--- config.mk ---
export PLATFORM = sky130hd
export DESIGN_NAME = rice_stream_decoder
export DESIGN_NICKNAME = d
export VERILOG_FILES = /design/src/rtl/rice_pkg.sv /design/src/rtl/rice_shift_acc.sv /design/src/rtl/rice_stream_decoder.sv
export SDC_FILE = /design/constraint.sdc
export NUM_CORES = 1
export LEC_CHECK = 0
export BUFFER_PORTS_ARGS = -buffer_cell sky130_fd_sc_hd__buf_2
export CAP_MARGIN = 40
export CORE_UTILIZATION = 52
export DETAILED_ROUTE_END_ITERATION = 8
export PLACE_DENSITY_LB_ADDON = 0.3
export REMOVE_ABC_BUFFERS = 1
export SLEW_MARGIN = 5
export SYNTH_ARGS = -nofsm -noshare
export SYNTH_HDL_FRONTEND = slang
export SYNTH_SLANG_ARGS = --single-unit
--- constraint.sdc ---
create_clock -name clk -period 2.4 [get_ports clk]
set_clock_uncertainty 0.1 [all_clocks]
set_input_delay 0 -clock clk [delete_from_list [all_inputs] [get_ports clk]]
set_output_delay 0 -clock clk [all_outputs]
set_load 0.01 [all_outputs]
--- src/rtl/rice_pkg.sv ---
// Shared types and constants for the Rice stream decoder.
// The ESC state is only reachable when RICE_ESCAPE_EN is defined.
package rice_pkg;

  typedef enum logic [1:0] {
    ST_UNARY,
    ST_REM,
    ST_ESC,
    ST_OUT
  } rice_state_e;

  localparam logic ERR_NONE     = 1'b0;
  localparam logic ERR_OVERFLOW = 1'b1;

  localparam int RICE_DEF_DATA_W = 16;
  localparam int RICE_DEF_K_MAX  = 8;
  localparam int RICE_DEF_Q_MAX  = 31;

  // Bits needed for a counter that must hold the value maxVal itself.
  function automatic int rice_cnt_w(input int maxVal);
    return $clog2(maxVal + 1);
  endfunction

endpackage

--- src/rtl/rice_shift_acc.sv ---
// MSB-first shift accumulator with a loadable bit count.
// Used for the remainder field and, with RICE_ESCAPE_EN, the escape literal.
module rice_shift_acc
  import rice_pkg::*;
#(
  parameter int DATA_W  = 16,
  parameter int LEN_MAX = 16,
  parameter int LEN_W   = rice_cnt_w(LEN_MAX)
) (
  input  logic              clk,
  input  logic              rst_n,
  input  logic              i_load,
  input  logic [LEN_W-1:0]  i_len,
  input  logic              i_shift,
  input  logic              i_bit,
  output logic [DATA_W-1:0] o_data,
  output logic              o_last
);

  logic [DATA_W-1:0] r_data;
  logic [LEN_W-1:0]  r_left;

  // A load clears the field so a short remainder never picks up stale bits.
  always_ff @(posedge clk or negedge rst_n) begin
    if (!rst_n) begin
      r_data <= '0;
      r_left <= '0;
    end else if (i_load) begin
      r_data <= '0;
      r_left <= i_len;
    end else if (i_shift && (r_left != '0)) begin
      r_data <= {r_data[DATA_W-2:0], i_bit};
      r_left <= r_left - LEN_W'(1);
    end
  end

  assign o_data = r_data;
  assign o_last = (r_left == LEN_W'(1));

endmodule

--- src/rtl/rice_stream_decoder.sv ---
// Bit-serial Rice decoder: unary quotient, k-bit remainder, valid/ready on both sides.
// Define RICE_ESCAPE_EN to read a DATA_W-bit raw literal after a quotient overflow.
module rice_stream_decoder
  import rice_pkg::*;
#(
  parameter int DATA_W = 16,
  parameter int K_MAX  = 8,
  parameter int Q_MAX  = 31,
  parameter int CNT_W  = 16
) (
  input  logic                         clk,
  input  logic                         rst_n,
  input  logic                         in_bit,
  input  logic                         in_valid,
  output logic                         in_ready,
  input  logic [$clog2(K_MAX+1)-1:0]   k_in,
  output logic [DATA_W-1:0]            out_data,
  output logic                         out_err,
  output logic                         out_valid,
  input  logic                         out_ready,
  output logic [CNT_W-1:0]             sym_cnt
);

  localparam int KW = rice_cnt_w(K_MAX);
  localparam int QW = rice_cnt_w(Q_MAX);
`ifdef RICE_ESCAPE_EN
  localparam int ACC_LEN_MAX = (DATA_W > K_MAX) ? DATA_W : K_MAX;
`else
  localparam int ACC_LEN_MAX = K_MAX;
`endif
  localparam int ACC_LW = rice_cnt_w(ACC_LEN_MAX);
  localparam logic [KW-1:0] K_LIMIT = KW'(K_MAX);
  localparam logic [QW-1:0] Q_LIMIT = QW'(Q_MAX);

  rice_state_e       r_state;
  logic [QW-1:0]     r_q;
  logic [KW-1:0]     r_k;
  logic              r_started;
  logic [DATA_W-1:0] r_out_data;
  logic              r_out_err;
  logic              r_out_valid;
  logic [CNT_W-1:0]  r_sym_cnt;

  logic              w_accept;
  logic [KW-1:0]     w_k_clamped;
  logic [KW-1:0]     w_k_sym;
  logic [QW-1:0]     w_q_inc;
  logic              w_q_full;
  logic              w_acc_load;
  logic [ACC_LW-1:0] w_acc_len;
  logic              w_acc_shift;
  logic [DATA_W-1:0] w_acc_data;
  logic [DATA_W-1:0] w_acc_next;
  logic              w_acc_last;

  assign in_ready    = (r_state != ST_OUT);
  assign w_accept    = in_valid && in_ready;
  assign w_k_clamped = (k_in > K_LIMIT) ? K_LIMIT : k_in;
  // k is only taken from k_in on the first bit; later bits use the latched copy.
  assign w_k_sym     = r_started ? r_k : w_k_clamped;
  assign w_q_inc     = r_q + QW'(1);
  assign w_q_full    = in_bit && (w_q_inc == Q_LIMIT);
  assign w_acc_shift = w_accept && ((r_state == ST_REM) || (r_state == ST_ESC));
  assign w_acc_next  = {w_acc_data[DATA_W-2:0], in_bit};

`ifdef RICE_ESCAPE_EN
  assign w_acc_load = w_accept && (r_state == ST_UNARY) &&
                      ((!in_bit && (w_k_sym != '0)) || w_q_full);
  assign w_acc_len  = in_bit ? ACC_LW'(DATA_W) : ACC_LW'(w_k_sym);
`else
  assign w_acc_load = w_accept && (r_state == ST_UNARY) && !in_bit && (w_k_sym != '0);
  assign w_acc_len  = ACC_LW'(w_k_sym);
`endif

  rice_shift_acc #(
    .DATA_W  (DATA_W),
    .LEN_MAX (ACC_LEN_MAX),
    .LEN_W   (ACC_LW)
  ) u_acc (
    .clk     (clk),
    .rst_n   (rst_n),
    .i_load  (w_acc_load),
    .i_len   (w_acc_len),
    .i_shift (w_acc_shift),
    .i_bit   (in_bit),
    .o_data  (w_acc_data),
    .o_last  (w_acc_last)
  );

  always_ff @(posedge clk or negedge rst_n) begin
    if (!rst_n) begin
      r_state     <= ST_UNARY;
      r_q         <= '0;
      r_k         <= '0;
      r_started   <= 1'b0;
      r_out_data  <= '0;
      r_out_err   <= ERR_NONE;
      r_out_valid <= 1'b0;
      r_sym_cnt   <= '0;
    end else begin
      case (r_state)
        ST_UNARY: begin
          if (w_accept) begin
            if (!r_started) begin
              r_started <= 1'b1;
              r_k       <= w_k_clamped;
            end
            if (w_q_full) begin
`ifdef RICE_ESCAPE_EN
              r_q     <= w_q_inc;
              r_state <= ST_ESC;
`else
              // Overflow ends the symbol; the next bit is the resync point.
              r_out_data  <= '0;
              r_out_err   <= ERR_OVERFLOW;
              r_out_valid <= 1'b1;
              r_state     <= ST_OUT;
`endif
            end else if (in_bit) begin
              r_q <= w_q_inc;
            end else if (w_k_sym != '0) begin
              r_state <= ST_REM;
            end else begin
              r_out_data  <= DATA_W'(r_q);
              r_out_err   <= ERR_NONE;
              r_out_valid <= 1'b1;
              r_state     <= ST_OUT;
            end
          end
        end
        ST_REM: begin
          if (w_accept && w_acc_last) begin
            r_out_data  <= (DATA_W'(r_q) << r_k) | w_acc_next;
            r_out_err   <= ERR_NONE;
            r_out_valid <= 1'b1;
            r_state     <= ST_OUT;
          end
        end
`ifdef RICE_ESCAPE_EN
        ST_ESC: begin
          if (w_accept && w_acc_last) begin
            r_out_data  <= w_acc_next;
            r_out_err   <= ERR_NONE;
            r_out_valid <= 1'b1;
            r_state     <= ST_OUT;
          end
        end
`endif
        ST_OUT: begin
          if (out_ready) begin
            r_out_valid <= 1'b0;
            r_sym_cnt   <= r_sym_cnt + CNT_W'(1);
            r_q         <= '0;
            r_started   <= 1'b0;
            r_state     <= ST_UNARY;
          end
        end
        default: r_state <= ST_UNARY;
      endcase
    end
  end

  assign out_data  = r_out_data;
  assign out_err   = r_out_err;
  assign out_valid = r_out_valid;
  assign sym_cnt   = r_sym_cnt;

endmodule

**Yosys cells after proc, flatten, opt, wreduce, memory -nomap -nowiden**

Cells that the tools add are included.

- Bits of input ports: 9
- Memories: 0
- Register bits after elaboration: 65
- Latch bits: 0
- Memory bits (writable): 0
- Memory bits (read-only): 0

- Divide/modulo/power cells: 0
- $lt $le $gt $ge: 1
- Reductions and logical operators: 24
- Multipliers: 0
- Mux-type cells: 39
- Bitwise operators: 1
- Equal/unequal tests: 13
- Shift-type cells: 1
- Add/sub/neg operators: 3

Operators by type and width:

| cell | number |
|---|---|
| 16-bit two-way mux | 5 |
| 16-bit case mux with 2 select lines | 1 |
| 15-bit two-way mux | 2 |
| 5-bit two-way mux | 4 |
| 16-bit by 1-bit adder with 16-bit output, second input constant | 1 |
| 4-bit two-way mux | 4 |
| 16-bit OR | 1 |
| 5-bit by 4-bit left shift with 16-bit output | 1 |
| 1-bit two-way mux | 12 |
| 2-bit two-way mux | 6 |
| 2-bit != test, second input constant | 5 |
| 5-bit case mux with 2 select lines | 1 |
| 5-bit AND reduction | 2 |
| 1-bit logical AND | 8 |
| 4-bit nonzero test | 2 |
| 3-bit != test, second input constant | 2 |
| 2-bit case mux with 3 select lines | 1 |
| 6-bit AND reduction | 1 |
| 2-bit nonzero test | 3 |
| 5-bit by 1-bit adder with 5-bit output, second input constant | 1 |
| 5-bit equality test, second input constant | 1 |
| 2-bit equality test, second input constant | 2 |
| 4-bit by 1-bit equality test with 1-bit output, second input constant | 1 |
| 4-bit greater-than comparator, second input constant | 1 |
| 12 further kinds | 14 |

**Longest topological paths before layout**

- Word-level depth: 9
- Gate-level depth with buffers: 10

**Hierarchy**

From an unflattened synthesis, not the netlist that was laid out.

- Cells, all modules: 347
- Area total of the unflattened synthesis: 3692.3 um^2

By module, submodules not included:

| module | seq. area each (um^2) | instances | cells an instance | area each (um^2) |
|---|---|---|---|---|
| rice_stream_decoder | 1151.1 | 1 | 266 | 2755.1 |
| rice_shift_acc | 500.5 | 1 | 81 | 937.1 |

**Worst setup path before layout**

OpenSTA, ideal clock, no wires.

- Kind: reg-to-reg
- Start point: register r_q[1]
- End point: register r_out_data[0], in the netlist out_data[0]
- Stages on the path, launching flop included: 9
- Buffers on the path: 1
- Data required time: 2175 ps
- Arrival time: 2208 ps
- Slack: -33 ps
- Period minus slack after synthesis: 2433 ps
- Cells stage by stage: dfrtp_1 ha_1 nand2b_1 o21ai_1 a41oi_2 or2_1 a311o_1 buf_4 mux2_4

- Cells in the longest elaborated chain, start to end: 6
- Elaborated cells between the ends (all ways): 12

RTL lines:

| item | line | RTL |
|---|---|---|
| start: declaration | rice_stream_decoder.sv:36 | `logic [QW-1:0] r_q;` |
| start signal: assignment | rice_stream_decoder.sv:120 | `r_q <= w_q_inc;` |
| 5-bit by 1-bit adder with 5-bit output | rice_stream_decoder.sv:61 | `assign w_q_inc = r_q + QW'(1);` |
| 5-bit equality test | rice_stream_decoder.sv:62 | `assign w_q_full = in_bit && (w_q_inc == Q_LIMIT);` |
| 1-bit logical AND | rice_stream_decoder.sv:62 |  |
| 16-bit two-way mux | rice_stream_decoder.sv:108 | `if (w_q_full) begin` |
| 16-bit two-way mux | rice_stream_decoder.sv:103 | `if (w_accept) begin` |
| 16-bit case mux with 2 select lines | rice_stream_decoder.sv:101 | `case (r_state)` |
| end signal: assignment | rice_stream_decoder.sv:124 | `r_out_data <= DATA_W'(r_q);` |
| end signal: assignment | rice_stream_decoder.sv:133 | `r_out_data <= (DATA_W'(r_q) << r_k) \| w_acc_next;` |
| end: declaration | rice_stream_decoder.sv:39 | `logic [DATA_W-1:0] r_out_data;` |

Parallel ways exist; a longest one is shown, timed or not. The select of a mux whose other input is x is not followed.
A chain may end at the register's enable or synchronous reset.

**Final worst setup path**

- Start point: register r_q[0]
- End point: register r_out_data[9], in the netlist out_data[9]

Same word-level chain as after synthesis.

==> summary.md <==
| Metric | Value |
|---|---|
| Relative slew slack | 51.25% |
| Max Cap Viol | 0 |
| Layout cell share with drive strength beyond 1 | 29.93% |
| WS Path Type | flip-flop to flip-flop |
| Flip-flop and latch count after synthesis | 65 |
| Final period utilization | 102.0% |
| Total leakage power | 2.062 nW |
| Warning count from the yosys run | 0 |
| Flip-flop cell with the highest count after synthesis | sky130_fd_sc_hd__dfrtp_1 |
| Synthesized area per cell | 9.539 um^2 |
| Distinct cell type count of the synthesized netlist | 50 |
| Largest driver fanout on the critical path | 7 |
| Iteration count of the initial detailed-routing pass | 5 |
| Clock network latency to the later pin of the worst-skew pair | 0.34 ns |
| DRT antenna net count | 0 |
| Share of synthesized area occupied by flip-flops and latches | 46.85% |
| Number of buffer cells added on primary ports | 43 |
| Count of fill cells added during filler insertion | 486 |
| Clock Tree Root | sky130_fd_sc_hd__clkbuf_8 |
| Core Util, Final | 69.14% |
| Largest net degree at the start of global routing | 36 |
| Total congestion overflow after global routing | 0 |
| Worst ir drop on vdd | 0.6892 mV |
| Violations in the final reports | negative setup slack |
| Minimum clock period | 2.449 ns |
| Net switching component of the power | 2.274 mW |
| Number of H-tree branching levels | 3 |
| Critical path data required time | 2.52 ns |
| Number of top-level pins | 44 |
| Count of vias placed by the detailed router | 2995 |
| CTS Sinks | 65 |
| Instance count of the mapped netlist | 364 |
| Drt first-iter violations | 256 |
| Hold slack final | 0.02721 ns |
| Final-report hold violation count | 0 |
| Worst-case clock buffer depth | 2 |
| Critical Path Start Type | flip-flop |
| Number of flops mapped to enable cells by yosys | 0 |
| Internal power | 3.426 mW |
| Power per cell area | 1291 nW/um^2 |
| Nets@finish | 454 |
| Maximum clock rate | 408.3 MHz |
| RSZ-0062 raised after global routing | yes |
| Class of the tightest hold or removal check | primary input to flip-flop |
| HPWL Detailed | 5578 um |
| Width of the die | 83.72 um |
| Actual transition at the worst max-transition pin | 0.7312 ns |
| Routed wire length | 8206 um |
| Vias/cell | 5.782 |
| Core area | 6386 um^2 |
| Antenna fix cells | 0 |
| Worst-path clk slew | 0.07 ns |
| Area overhead of the layout relative to synthesis | 27.17% |
| Initial antenna violation count | 0 |
| Total CTS buffers | 9 |
| Average routed wire per standard cell | 15.84 um |
| DRC violation count after routing | 0 |
| Vertical extent of the die | 83.72 um |
| Total setup violations reported at the end of the flow | 9 |
| Crit path capture type | flip-flop |
| Via count of the first global-routing pass | 2824 |
| GR Util All Layers | 24.43% |
| Critical path arrival | 2.57 ns |
| Worst-case setup margin in the final layout | -0.04906 ns |
| Part of the power in registers | 30.2% |
| Die area | 7008 um^2 |
| Starting density of the core | 54.37% |
| Result of the run | finished, violations left |
| Gpl congestion | 0.8082 |
| Wire length of the first global-routing pass | 13540 um |
| Cell Rows | 29 |
| Share of power burned in the clock network | 18.2% |
| Pins over their slew limit | 0 |
| Post-synth design cell area | 3472 um^2 |
| Switching Fraction | 39.89% |
| Combinational power share | 51.6% |
| CTS tree | yes |
| Ys async rst share | 100.0% |
power by group through the flow:
stage	clock network, mW	registers, mW	logic [mW]
2_1_floorplan	0	1.79	1.48
3_3_place_gp	0	1.69	2.40
3_5_place_dp	0	1.69	2.47
4_1_cts	1.05	1.70	2.76
5_1_grt	1.10	1.76	3.21
6_report	1.04	1.72	2.94
flip-flops by register name, indices dropped and copies added (netlist names), 2 cells and up:
name,flops
out_data,16
r_k,4
r_q,5
r_state,2
sym_cnt,16
u_acc.o_data,15
u_acc.r_left,4
worst max-delay path, stage by stage (launching register included):
cell,delay [ns]
sky130_fd_sc_hd__dfrtp_2,0.45
sky130_fd_sc_hd__buf_6,0.14
sky130_fd_sc_hd__inv_4,0.06
sky130_fd_sc_hd__ha_4,0.14
sky130_fd_sc_hd__nand2_4,0.05
sky130_fd_sc_hd__nor4_4,0.22
sky130_fd_sc_hd__a41oi_2,0.07
sky130_fd_sc_hd__or2_1,0.27
sky130_fd_sc_hd__a311o_1,0.31
sky130_fd_sc_hd__buf_12,0.16
sky130_fd_sc_hd__buf_8,0.13
sky130_fd_sc_hd__buf_6,0.11
sky130_fd_sc_hd__o2bb2ai_2,0.11
synthesized netlist by cell type (4+ instances only):
master	n	area share (%)
sky130_fd_sc_hd__a21o_1	5	1.1
sky130_fd_sc_hd__xor2_1	7	1.8
sky130_fd_sc_hd__o22ai_1	4	0.72
sky130_fd_sc_hd__ha_1	9	3.2
sky130_fd_sc_hd__o2bb2ai_1	11	2.8
sky130_fd_sc_hd__xnor2_1	10	2.5
sky130_fd_sc_hd__mux2_4	5	2.2
sky130_fd_sc_hd__a21oi_1	25	3.6
sky130_fd_sc_hd__mux2_2	7	2.3
sky130_fd_sc_hd__nor3_1	12	1.7
sky130_fd_sc_hd__nand3_1	13	1.9
sky130_fd_sc_hd__o21ai_0	12	1.7
sky130_fd_sc_hd__clkbuf_1	16	1.7
sky130_fd_sc_hd__dfrtp_1	65	47
sky130_fd_sc_hd__nand2b_1	4	0.72
sky130_fd_sc_hd__inv_1	13	1.4
sky130_fd_sc_hd__nand2_1	63	6.8
sky130_fd_sc_hd__a22o_1	5	1.3
sky130_fd_sc_hd__nand4_1	4	0.72
sky130_fd_sc_hd__nor2_1	19	2.1
sky130_fd_sc_hd__mux2i_1	11	3.2
cells by family (layout without fill, tap and decap cells):
logic type / after synthesis / after routing / synth area share [%]
AO/OA/AOI/OAI: 79 / 79 / 15.64
multiplexers: 23 / 23 / 7.604
adder cells (fa/ha/maj): 9 / 9 / 3.243
AND/OR/NAND/NOR: 136 / 136 / 18.23
buffers and inverters: 35 / 112 / 4.144
flip-flops: 65 / 65 / 46.85
XOR/XNOR: 17 / 17 / 4.288
per-layer routing:
| layer | wire [um] | global-route usage (%) |
|---|---|---|
| met1 | 3721 | 33.18 |
| met2 | 3936 | 37.84 |
| met3 | 351 | 4.550 |
| met4 | 196 | 11.56 |
| met5 | 0 | 0 |
repair_timing:
action	CTS	global route
endpoints found under the hold margin	35	0
setup endpoints to repair	6	17
hold buffers	4	0
setup buffers	11	3
pin swaps	6	1
gates resized for setup	25	10
path summary, 6_finish.rpt:
path                             start            to  slack, ns  cells after the start
min in group asynchronous        rst_n    sym_cnt[0]       0.14                      2
hold / removal                  in_bit        r_q[2]       0.03                      4
setup reg to reg                r_q[0]   out_data[9]      -0.05                     12
max in group asynchronous        rst_n  out_data[12]       1.42                      3
setup / recovery                r_q[0]   out_data[9]      -0.05                     12
hold reg to reg            sym_cnt[15]   sym_cnt[15]       0.36                      1
cells in the final DEF (no fill, tap or decap), types with 10 or more instances in the layout:
master and instances:
sky130_fd_sc_hd__nand3_1 13, sky130_fd_sc_hd__buf_4 27, sky130_fd_sc_hd__xnor2_1 10, sky130_fd_sc_hd__o2bb2ai_2 10, sky130_fd_sc_hd__dfrtp_1 64, sky130_fd_sc_hd__nor3_1 11
sky130_fd_sc_hd__clkbuf_8 10, sky130_fd_sc_hd__nor2_1 19, sky130_fd_sc_hd__mux2i_1 11, sky130_fd_sc_hd__a21oi_1 25, sky130_fd_sc_hd__o21ai_0 12, sky130_fd_sc_hd__inv_1 12
sky130_fd_sc_hd__nand2_1 61, sky130_fd_sc_hd__buf_2 43
metrics by stage:
| stage | total power, mW | std cells | TNS, ns | worst slack (ns) | area, um^2 |
|---|---|---|---|---|---|
| 3_3_place_gp | 4.083 | 485 | 0 | 0.06562 | 3891 |
| 2_1_floorplan | 3.264 | 342 | -6.787 | -0.4287 | 3377 |
| 5_1_grt | 6.067 | 518 | -1.162 | -0.1178 | 4415 |
| 4_1_cts | 5.506 | 515 | -0.1692 | -0.02541 | 4339 |
| 6_report | 5.700 | 518 | -0.3257 | -0.04906 | 4415 |
| 3_5_place_dp | 4.160 | 485 | -0.07744 | -0.01999 | 3891 |
layout make-up:
class / count / area [um^2] / area share, %
clock buffer: 11 / 141.4 / 3.202
tap: 77 / 96.34 / 2.182
inverter: 13 / 51.30 / 1.162
multi-input combinational: 264 / 1839 / 41.65
clock inverter: 5 / 78.83 / 1.785
sequential: 65 / 1628 / 36.87
timing repair buffer: 83 / 580.6 / 13.15
(Power assumes the default switching activity.)
